--- src/rtl/div_pkg.sv ---
// Shared arithmetic-unit definitions.
// Holds the opcode encodings for the divider and multiplier, the divider
// FSM state type, and a helper that takes the magnitude of a two's-complement value.
package div_pkg;

    typedef enum logic [1:0] {
        DIV_DIV  = 2'd0,
        DIV_DIVU = 2'd1,
        DIV_MOD  = 2'd2,
        DIV_MODU = 2'd3
    } div_opcode_t;

    typedef enum logic [1:0] {
        MUL_MUL    = 2'd0,
        MUL_MULH   = 2'd1,
        MUL_MULHSU = 2'd2,
        MUL_MULHU  = 2'd3
    } mul_opcode_t;

    typedef enum logic [1:0] {
        S_IDLE = 2'd0,
        S_CALC = 2'd1,
        S_DONE = 2'd2
    } div_state_t;

    localparam logic [4:0] DIV_LAST_ITER = 5'd31;

    // Returns |x| when neg is set (x treated as negative), else x unchanged.
    // 0x80000000 maps to itself, which is its correct unsigned magnitude.
    function automatic logic [31:0] div_mag(input logic [31:0] x, input logic neg);
        return neg ? (~x + 32'd1) : x;
    endfunction

endpackage

--- src/rtl/div.sv ---
// Iterative 32-bit integer divider (restoring radix-2, one quotient bit per cycle).
//
// Ports:
//   clk        - clock, rising edge
//   resetn     - asynchronous active-low reset
//   valid      - request strobe, accepted when valid && ready
//   opcode     - DIV_DIV / DIV_DIVU / DIV_MOD / DIV_MODU, sampled on accept
//   src1       - dividend, sampled on accept
//   src2       - divisor, sampled on accept
//   flush      - abort any operation; returns to IDLE next cycle
//   ready      - high only while idle
//   out_valid  - result valid, held until out_ready
//   out_ready  - consumer accepts the result
//   result     - quotient (DIV/DIVU) or remainder (MOD/MODU)
//
// Build option: define DIV_ZERO_FAST_EN to complete divide-by-zero directly
// from IDLE to DONE (result one cycle after accept instead of 33).
module div
    import div_pkg::*;
(
    input  logic        clk,
    input  logic        resetn,
    input  logic        valid,
    input  div_opcode_t opcode,
    input  logic [31:0] src1,
    input  logic [31:0] src2,
    input  logic        flush,
    output logic        ready,
    output logic        out_valid,
    input  logic        out_ready,
    output logic [31:0] result
);

    div_state_t  state_q, state_d;
    logic [63:0] rem_q, rem_d;      // {partial remainder, quotient/dividend}
    logic [31:0] dvsr_q, dvsr_d;    // divisor magnitude
    logic [4:0]  cnt_q, cnt_d;
    logic        is_mod_q, is_mod_d;
    logic        q_neg_q, q_neg_d;
    logic        r_neg_q, r_neg_d;

    logic        op_signed;
    logic        s1_neg;
    logic        s2_neg;
    logic [63:0] shifted;
    logic [32:0] trial;

    always_comb begin
        op_signed = (opcode == DIV_DIV) || (opcode == DIV_MOD);
        s1_neg    = op_signed & src1[31];
        s2_neg    = op_signed & src2[31];
        shifted   = {rem_q[62:0], 1'b0};
        trial     = {1'b0, shifted[63:32]} - {1'b0, dvsr_q};
    end

    always_comb begin
        state_d  = state_q;
        rem_d    = rem_q;
        dvsr_d   = dvsr_q;
        cnt_d    = cnt_q;
        is_mod_d = is_mod_q;
        q_neg_d  = q_neg_q;
        r_neg_d  = r_neg_q;

        unique case (state_q)
            S_IDLE: begin
                if (valid) begin
                    state_d  = S_CALC;
                    rem_d    = {32'd0, div_mag(src1, s1_neg)};
                    dvsr_d   = div_mag(src2, s2_neg);
                    cnt_d    = DIV_LAST_ITER;
                    is_mod_d = (opcode == DIV_MOD) || (opcode == DIV_MODU);
                    // Divide-by-zero quotient must stay all-ones, so never negate it.
                    // The remainder |src1| negated back by sign(src1) yields src1 itself.
                    q_neg_d  = (s1_neg ^ s2_neg) && (src2 != 32'd0);
                    r_neg_d  = s1_neg;
`ifdef DIV_ZERO_FAST_EN
                    if (src2 == 32'd0) begin
                        // Same final registers the full iteration would produce.
                        state_d = S_DONE;
                        rem_d   = {div_mag(src1, s1_neg), 32'hFFFF_FFFF};
                        cnt_d   = '0;
                    end
`endif
                end
            end
            S_CALC: begin
                rem_d = trial[32] ? shifted : {trial[31:0], shifted[31:1], 1'b1};
                if (cnt_q == '0) begin
                    state_d = S_DONE;
                end else begin
                    cnt_d = cnt_q - 5'd1;
                end
            end
            S_DONE: begin
                if (out_ready) begin
                    state_d = S_IDLE;
                end
            end
            default: state_d = S_IDLE;
        endcase

        if (flush) begin
            state_d = S_IDLE;
            cnt_d   = '0;
        end
    end

    always_ff @(posedge clk or negedge resetn) begin
        if (!resetn) begin
            state_q  <= S_IDLE;
            rem_q    <= '0;
            dvsr_q   <= '0;
            cnt_q    <= '0;
            is_mod_q <= 1'b0;
            q_neg_q  <= 1'b0;
            r_neg_q  <= 1'b0;
        end else begin
            state_q  <= state_d;
            rem_q    <= rem_d;
            dvsr_q   <= dvsr_d;
            cnt_q    <= cnt_d;
            is_mod_q <= is_mod_d;
            q_neg_q  <= q_neg_d;
            r_neg_q  <= r_neg_d;
        end
    end

    assign ready     = (state_q == S_IDLE);
    assign out_valid = (state_q == S_DONE);

    // Sign fix-up applied to the final registers; result reads zero outside DONE.
    always_comb begin
        result = '0;
        if (out_valid) begin
            if (is_mod_q) begin
                result = r_neg_q ? (~rem_q[63:32] + 32'd1) : rem_q[63:32];
            end else begin
                result = q_neg_q ? (~rem_q[31:0] + 32'd1) : rem_q[31:0];
            end
        end
    end

endmodule
--- config.mk ---
export PLATFORM = sky130hd
export DESIGN_NAME = div
export DESIGN_NICKNAME = d
export VERILOG_FILES = /design/src/rtl/div_pkg.sv /design/src/rtl/div.sv
export SDC_FILE = /design/constraint.sdc
export NUM_CORES = 1
export LEC_CHECK = 0
export CAP_MARGIN = 10
export CORE_ASPECT_RATIO = 0.6
export CORE_MARGIN = 2
export CORE_UTILIZATION = 58
export DETAILED_ROUTE_END_ITERATION = 6
export GPL_ROUTABILITY_DRIVEN = 0
export PLACE_DENSITY_LB_ADDON = 0.08
export SKIP_LAST_GASP = 1
export SYNTH_ARGS = -nofsm -noshare
export SYNTH_HDL_FRONTEND = slang
export SYNTH_SLANG_ARGS = --single-unit
export TNS_END_PERCENT = 30
--- constraint.sdc ---
create_clock -name clk -period 4 [get_ports clk]
set_input_delay 0.8 -clock clk [delete_from_list [all_inputs] [get_ports clk]]
set_output_delay 0.8 -clock clk [all_outputs]
set_load 0.02 [all_outputs]
==> metrics.csv <==
metric,value,unit
Max IR drop VDD,0.3326,mV
min-delay worst type,reg2reg,
Max stage delay on crit path,0.55,ns
crit end category,output pin,
initial antenna violation count,0,
PwrDens,538.9,nW/um^2
vias in the first global route,8654,
DR WL/cell,17.77,um
cell taking the most area after synthesis,dfrtp_1,
Antenna Nets Post-Route,0,
"Top cell by count, worst path",or3_4,
unrepaired setup endpoints after global routing,true,
crit-path cells,or4_4 > or4b_4 > or3_4 > or3_4 > o31ai_4 > xor2_1 > nand2_1 > o211a_1 > buf_6,
CTS tree,done,
most frequent cells in the layout,"o21ai_0, dfrtp_1, nor2_1",
hold_ws,0.4817,ns
setup TNS,-0.8612,ns
Post-Syn Area,9478,um^2
Post-synth EDFFs,0,
met2 global-route usage,0.4849,
worst reg2reg path startpoint,rem_q[31],
synthesized area per cell,7.925,um^2
origin of the worst setup path,rem_q[39],
port buffer count,104,
Core ar.,16130,um^2
Final Hold Fails,0,
die area,17410,um^2
CTS Hold Bufs,0,
total grt overflow,0,
cts bufs inserted,9,
DR vias/cell,6.153,
Sequential cell area,2654,um^2
failing checks,negative setup slack,
Skew-Pair Late Insertion Delay,0.36,ns
pin count of the biggest net entering global routing,68,
Starting Density,0.5878,
slew of the pin with the lowest slew margin,1.025,ns
area of the multi-input gates,6510,um^2
# diodes,0,
"most common cell after layout, fill and taps aside",o21ai_0,
Crit path max-delay family,simple AND/OR/NAND/NOR gates,
CP startpoint kind,flop,
final count of pins violating max slew,0,
Mapped Nets,1307,
synth unique cells,69,
setup ws final,-0.1459,ns
first-pass GRT wire length,44300,um
share of the synthesized area in the top cell type,0.2799,
Layout Nets,1425,
Max transition margin,0.3164,
"flops & latches, synth",106,
Cells after Synth,1196,
"Max stage delay cell, worst path",or4_4,
P&R area growth vs syn,20.92,%
hpwl dp,20210,um
outcome,"complete, but fails checks",
Top Usage Layer GRT,met2,
Final Cycle Share,1.036,
first-pass detailed-route iteration total,6,
ys async rst share,1.000,
Critical Path AT,3.35,ns
vias,9402,
CTS Buffer Depth,2,
clock sinks,106,
# Max-Cap Violations,0,
Final Setup Violations,11,
synth top area cells,"dfrtp_1, o21ai_0, xnor2_1",
"Top FF cell, synth",dfrtp_1,
layout cells sized above 1,0.1099,
I/O pin cnt,105,
Power Total,0.006177,W
synth warn,0,
Layout Skew,0.01199,ns
row count,36,
post-route DRC violation count,0,
min Tclk post-route,4.146,ns
GR met3 Demand/Resource,0.06910,
die height,103.0,um
hold_sp,dvsr_q[5],
Clock Tree Root,clkbuf_16,
WL final,27150,um
sequential fraction of the synthesis area,0.2799,
die width,169.0,um
CP Max Fanout,3,
Clock transition at path regs,0.08,ns
H-tree level count,3,
DRT iter0 DRCs,937,
critical path required time,3.20,ns
Fillers,1347,
met1 usage,0.4738,
CP Class,reg2out,
Max Freq,0.2412,GHz
Total GRT Usage,0.3176,
WP buf/inv,1,
Pleak,4.982,nW
[tightest hold or removal path, stage by stage, from the launching register on]
cell and delay [ns]:
dfrtp_1 0.35, nand2_1 0.05, o21ai_0 0.06
[layer usage]
| metal | vias up | wire [um] |
|---|---|---|
| li1 | 4580 | - |
| met2 | 343 | 11450 |
| met1 | 4459 | 13490 |
| met4 | 0 | 187 |
| met5 | - | 0 |
| met3 | 20 | 2012 |
[cells in the mapped netlist (all sizes together) (15+ instances only)]
| cell | number |
|---|---|
| a211oi | 25 |
| a21oi | 84 |
| a22oi | 22 |
| clkbuf | 61 |
| dfrtp | 106 |
| ha | 39 |
| inv | 53 |
| mux2i | 35 |
| nand2 | 89 |
| nand2b | 19 |
| nand3 | 50 |
| nor2 | 97 |
| nor3 | 22 |
| o21ai | 141 |
| o31ai | 26 |
| o41ai | 15 |
| or3 | 15 |
| or4 | 15 |
| xnor2 | 80 |
| xor2 | 58 |
[worst paths after layout]
kind | to | slack, ns | cells after the start
setup / recovery | result[31] | -0.15 | 9
hold / removal | dvsr_q[5] | 0.48 | 2
setup reg to reg | rem_q[41] | 0.52 | 12
hold reg to reg | dvsr_q[5] | 0.48 | 2
max in group asynchronous | rem_q[60] | 2.63 | 2
min in group asynchronous | dvsr_q[5] | 0.56 | 1
[through the flow]
step	util	cells	worst slack, ns	cell area, um^2
finish	0.7107	1528	-0.1459	11460
global route	0.7107	1528	-0.2550	11460
CTS	0.7070	1528	-0.2005	11400
detailed placement	0.6869	1511	-0.2466	11080
global placement	0.6869	1511	-0.2491	11080
floorplan	-	1196	0.1887	9478
[sequential cells by signal, summed over array words and instances, names as in the netlist]
register / flops
rem_q: 64
q_neg_q: 1
is_mod_q: 1
state_q: 2
cnt_q: 5
dvsr_q: 32
r_neg_q: 1
[final cells by class]
type                            count  area share
Multi-Input combinational cell    968      0.5680
Sequential cell                   106      0.2316
Timing Repair Buffer              175      0.1354
Tap cell                          209     0.02282
Clock buffer                       11     0.02118
Inverter                           54     0.01769
Clock inverter                      5    0.003384
[power breakdown]
part / internal [W] / leakage (nW) / switching [W] / total (W)
Combinational: 0.00159 / 3.51 / 0.00200 / 0.00359
Clock: 0.000445 / 0.136 / 0.000444 / 0.000888
Sequential: 0.00133 / 1.33 / 0.000373 / 0.00170
[cells by family after synthesis]
logic type / Yosys count / synth area share
AO/OA/AOI/OAI: 384 / 0.2536
XOR/XNOR: 138 / 0.1275
adder cells (fa/ha/maj): 40 / 0.05360
buffers and inverters: 122 / 0.04964
flip-flops: 106 / 0.2799
multiplexers: 36 / 0.03815
AND/OR/NAND/NOR: 370 / 0.1976
[timing repair]
item,4_1_cts,5_1_grt
gates resized for setup,66,29
pin swaps,9,7
setup endpoints to repair,22,23
buffers inserted,1,0
Note: power is estimated with default switching activity, not from simulation.
==> RTL change 1: new RTL, same settings <==
Encoding of `div_state_t`: now one-hot (3 bits for 3 states).
--- a/src/rtl/div_pkg.sv
+++ b/src/rtl/div_pkg.sv
@@ -19,6 +19,6 @@
 
-    typedef enum logic [1:0] {
-        S_IDLE = 2'd0,
-        S_CALC = 2'd1,
-        S_DONE = 2'd2
+    typedef enum logic [2:0] {
+        S_IDLE = 3'b001,
+        S_CALC = 3'b010,
+        S_DONE = 3'b100
     } div_state_t;
Behaviour: same outputs for any inputs over 10 cycles, from zero or initial values and one cycle with resetn low; not proved beyond that.
==> RTL change 1 against the original RTL <==
Worst hold slack about the same. The run still ends with negative setup slack left. Worst setup slack lost 210 ps. Routed wire length shrank 3.6%. Critical endpoint is now result[23]. Register-to-register slack worse by 50 ps. First-iteration DRC count is 3.7% lower. Cell count fell by 1.8%. Fmax fell by 4.9%. Design area shrank 1.7%. Global-route usage grew 0.67 points. Area after synthesis decreased by 5.0%. Sequential cell count up 1.
Power is not compared: it rests on default switching activity, and its combinational part moved more than twofold at a synthesized area within 25%.
==> RTL change 1: results <==
set metrics [dict create \
    outcome "complete, but fails checks" \
    violations "negative setup slack" \
    muxShareOfSynthArea_pct 0.889 \
    use_met1_pct 46.7 \
    h-tree-depth 3 \
    met3_wirelength_mm 1.95 \
    met3_usage_pct 6.50 \
    grt_max_degree 72 \
    worst_slack_ps -358 \
    met2_usage_pct 50.0 \
    multi_input_cells 918 \
    synth_compound_area_share_pct 27.4 \
    setup_viol 22 \
    bufAreaShareNonClock_pct 15.7 \
    finalNonFillerCells 1500 \
    seq_area_frac_synth_pct 29.8 \
    clkCellAreaFrac_pct 2.49 \
    diodes 1 \
    grt_pass1_wl_mm 43.0 \
    wl_met1_mm 12.3 \
    ys_types 60 \
    drt-pass1-iter-count 5 \
    grt_use_total_pct 32.4 \
    drive_above_1_share_pct 12.5 \
    vias_per_cell 6.12 \
    antenna_found_initial 1 \
    numPlacedInstances 1482 \
    fin_nets 1402 \
    clockBufferCount 12 \
    routed_wl_mm 26.2 \
    synth_adder_area_share_pct 5.64 \
    fill_cells 1235 \
    netlist_instances 1135 \
    dp_slack_ps -582 \
    nFlopsAndLatches 107 \
    multi_input_area_share_pct 54.0 \
    ys_top_cells_by_count "o21ai_0, nand2_1, dfrtp_1, nor2_1, a21oi_1" \
    nNonClkInverters 53 \
    critPathArrivalTime_ps 3560 \
    buffers_excl_clock 202 \
    seq_area_sq_mm 0.00268 \
]
## RTL change 1: worst paths after layout
kind                            start          to  slack [ps]  cells past startpoint
max                         rem_q[38]  result[23]        -360                      9
min                        dvsr_q[10]  dvsr_q[10]         480                      2
max reg2reg                 rem_q[31]   rem_q[59]         470                     12
min reg2reg                dvsr_q[10]  dvsr_q[10]         480                      2
max in group asynchronous      resetn     q_neg_q        2670                      2
min in group asynchronous      resetn   dvsr_q[4]         590                      1
## RTL change 1: cell families after synthesis
family / after synthesis
AO/OA/AOI/OAI: 390
AND/OR/NAND/NOR: 341
XOR/XNOR: 139
buffers and inverters: 110
flip-flops: 107
adder cells (fa/ha/maj): 40
multiplexers: 8
## RTL change 1: tightest hold or removal path, stage by stage, from the launching register on
cell and delay [ps]:
dfrtp_1 340, nand2_1 40, o21ai_0 60
## RTL change 1: repair_timing
action | 4_1_cts | 5_1_grt
gates resized for setup | 68 | 18
buffers inserted | 0 | 1
setup endpoints to repair | 23 | 26
hold buffers | 0 | 0
pin swaps | 4 | 5
==> RTL change 2: new RTL, same settings <==
Made on the original files. Add a define of `DIV_ZERO_FAST_EN`.
--- a/src/rtl/div.sv
+++ b/src/rtl/div.sv
@@ -17,2 +17,4 @@
 // from IDLE to DONE (result one cycle after accept instead of 33).
+`define DIV_ZERO_FAST_EN
+
 module div
Formal check against the unedited RTL: not equivalent (Yosys sat finds a counterexample within 4 cycles, from zero or initial values and one cycle with resetn low).
==> RTL change 2 against the original RTL <==
The run still ends with negative setup slack left. Sequential cell count stayed put. Clock power increased by 2%. Worst setup slack worse by 62 ps. Power increased by 8.8%. Core utilization increased by 1.6 points. Register-to-register slack worse by 250 ps. Area after synthesis rose by 1.2%. Design area rose by 2.8%. Cell count grew 6.3%. Routed wire length is 14% higher. Largest cell class unchanged.
==> RTL change 2: results <==
set metrics [dict create \
    grt_pass1_vias 9312 \
    setup_viol 15 \
    hpwl_mm 23.8 \
    tightest_slew_ps 941 \
    worstPathMaxFanout 2 \
    syn-mean-instance-area_sq_um 7.62 \
    cellLeakagePower_nw 4.95 \
    finalNonFillerCells 1625 \
    fin_nets 1521 \
    grt_use_total_pct 35.3 \
    ys_types 67 \
    routed_wl_mm 31.1 \
    finalSetupTns_ps -1560 \
    outcome "complete, but fails checks" \
    worstSetupStartpoint "rem_q[23]" \
    place_area_sq_mm 0.0114 \
    grt_pass1_wl_mm 49.4 \
    synth.net_count 1368 \
    violations "negative setup slack" \
    worst_slack_ps -208 \
    ir_drop_mv 0.377 \
    seq_area_frac_synth_pct 27.7 \
    critPathArrivalTime_ps 3410 \
    drt_iter0_drc 1061 \
    worst_clock_skew_ps 12.1 \
]
RTL change 2: logic make-up (layout without fill, tap and decap cells):
logic type / count (synthesis) / in the layout / synth area share (%)
fa+ha+maj: 39 / 39 / 5.17
compound gates: 388 / 388 / 26.1
simple gates: 449 / 449 / 22.1
mux: 11 / 11 / 1.16
buf+inv: 124 / 282 / 4.92
xor+xnor: 141 / 141 / 12.9
flops: 106 / 106 / 27.7
RTL change 2: what timing repair did:
action / CTS / global route
gates cloned: 0 / 0
setup endpoints to repair: 21 / 23
gates resized for setup: 28 / 18
pin swaps: 0 / 1
buffers inserted: 0 / 0
endpoints found under the hold margin: 0 / 0
RTL change 2: worst paths after layout:
check / slack, ps / end / depth (start not counted)
max: -210 / result[31] / 10
min: 490 / dvsr_q[15] / 2
max reg2reg: 270 / rem_q[60] / 12
min reg2reg: 490 / dvsr_q[15] / 2
max in group asynchronous: 2540 / is_mod_q / 2
min in group asynchronous: 560 / dvsr_q[2] / 1
RTL change 2: per-layer routing:
metal	track usage [%]	vias to the layer above	wire length (um)
met2	52.2	519	13200
met1	53.3	4786	14100
met5	0	-	0
li1	-	4837	-
met4	7.26	0	539
met3	6.99	47	3150
RTL change 2: final cells by class:
class                   instances  area (sq um)
clock buffers                  10           239
clock inverters                 6          50.0
fillers                      1345          4430
inverters                      60           225
multi-input cells            1028          6560
flip-flops and latches        106          2650
well taps                     209           262
repair buffers                206          1790
RTL change 2: tightest hold or removal path: cells and delay by family (launching register included):
family / cells / cell delay (ps)
AO/OA/AOI/OAI: 1 / 60
flip-flops: 1 / 350
AND/OR/NAND/NOR: 1 / 40
RTL change 2: power breakdown:
group / total, mW / internal (mW) / switching, mW
Sequential: 1.70 / 1.37 / 0.329
Clock: 0.904 / 0.449 / 0.456
Combinational: 4.11 / 1.72 / 2.40
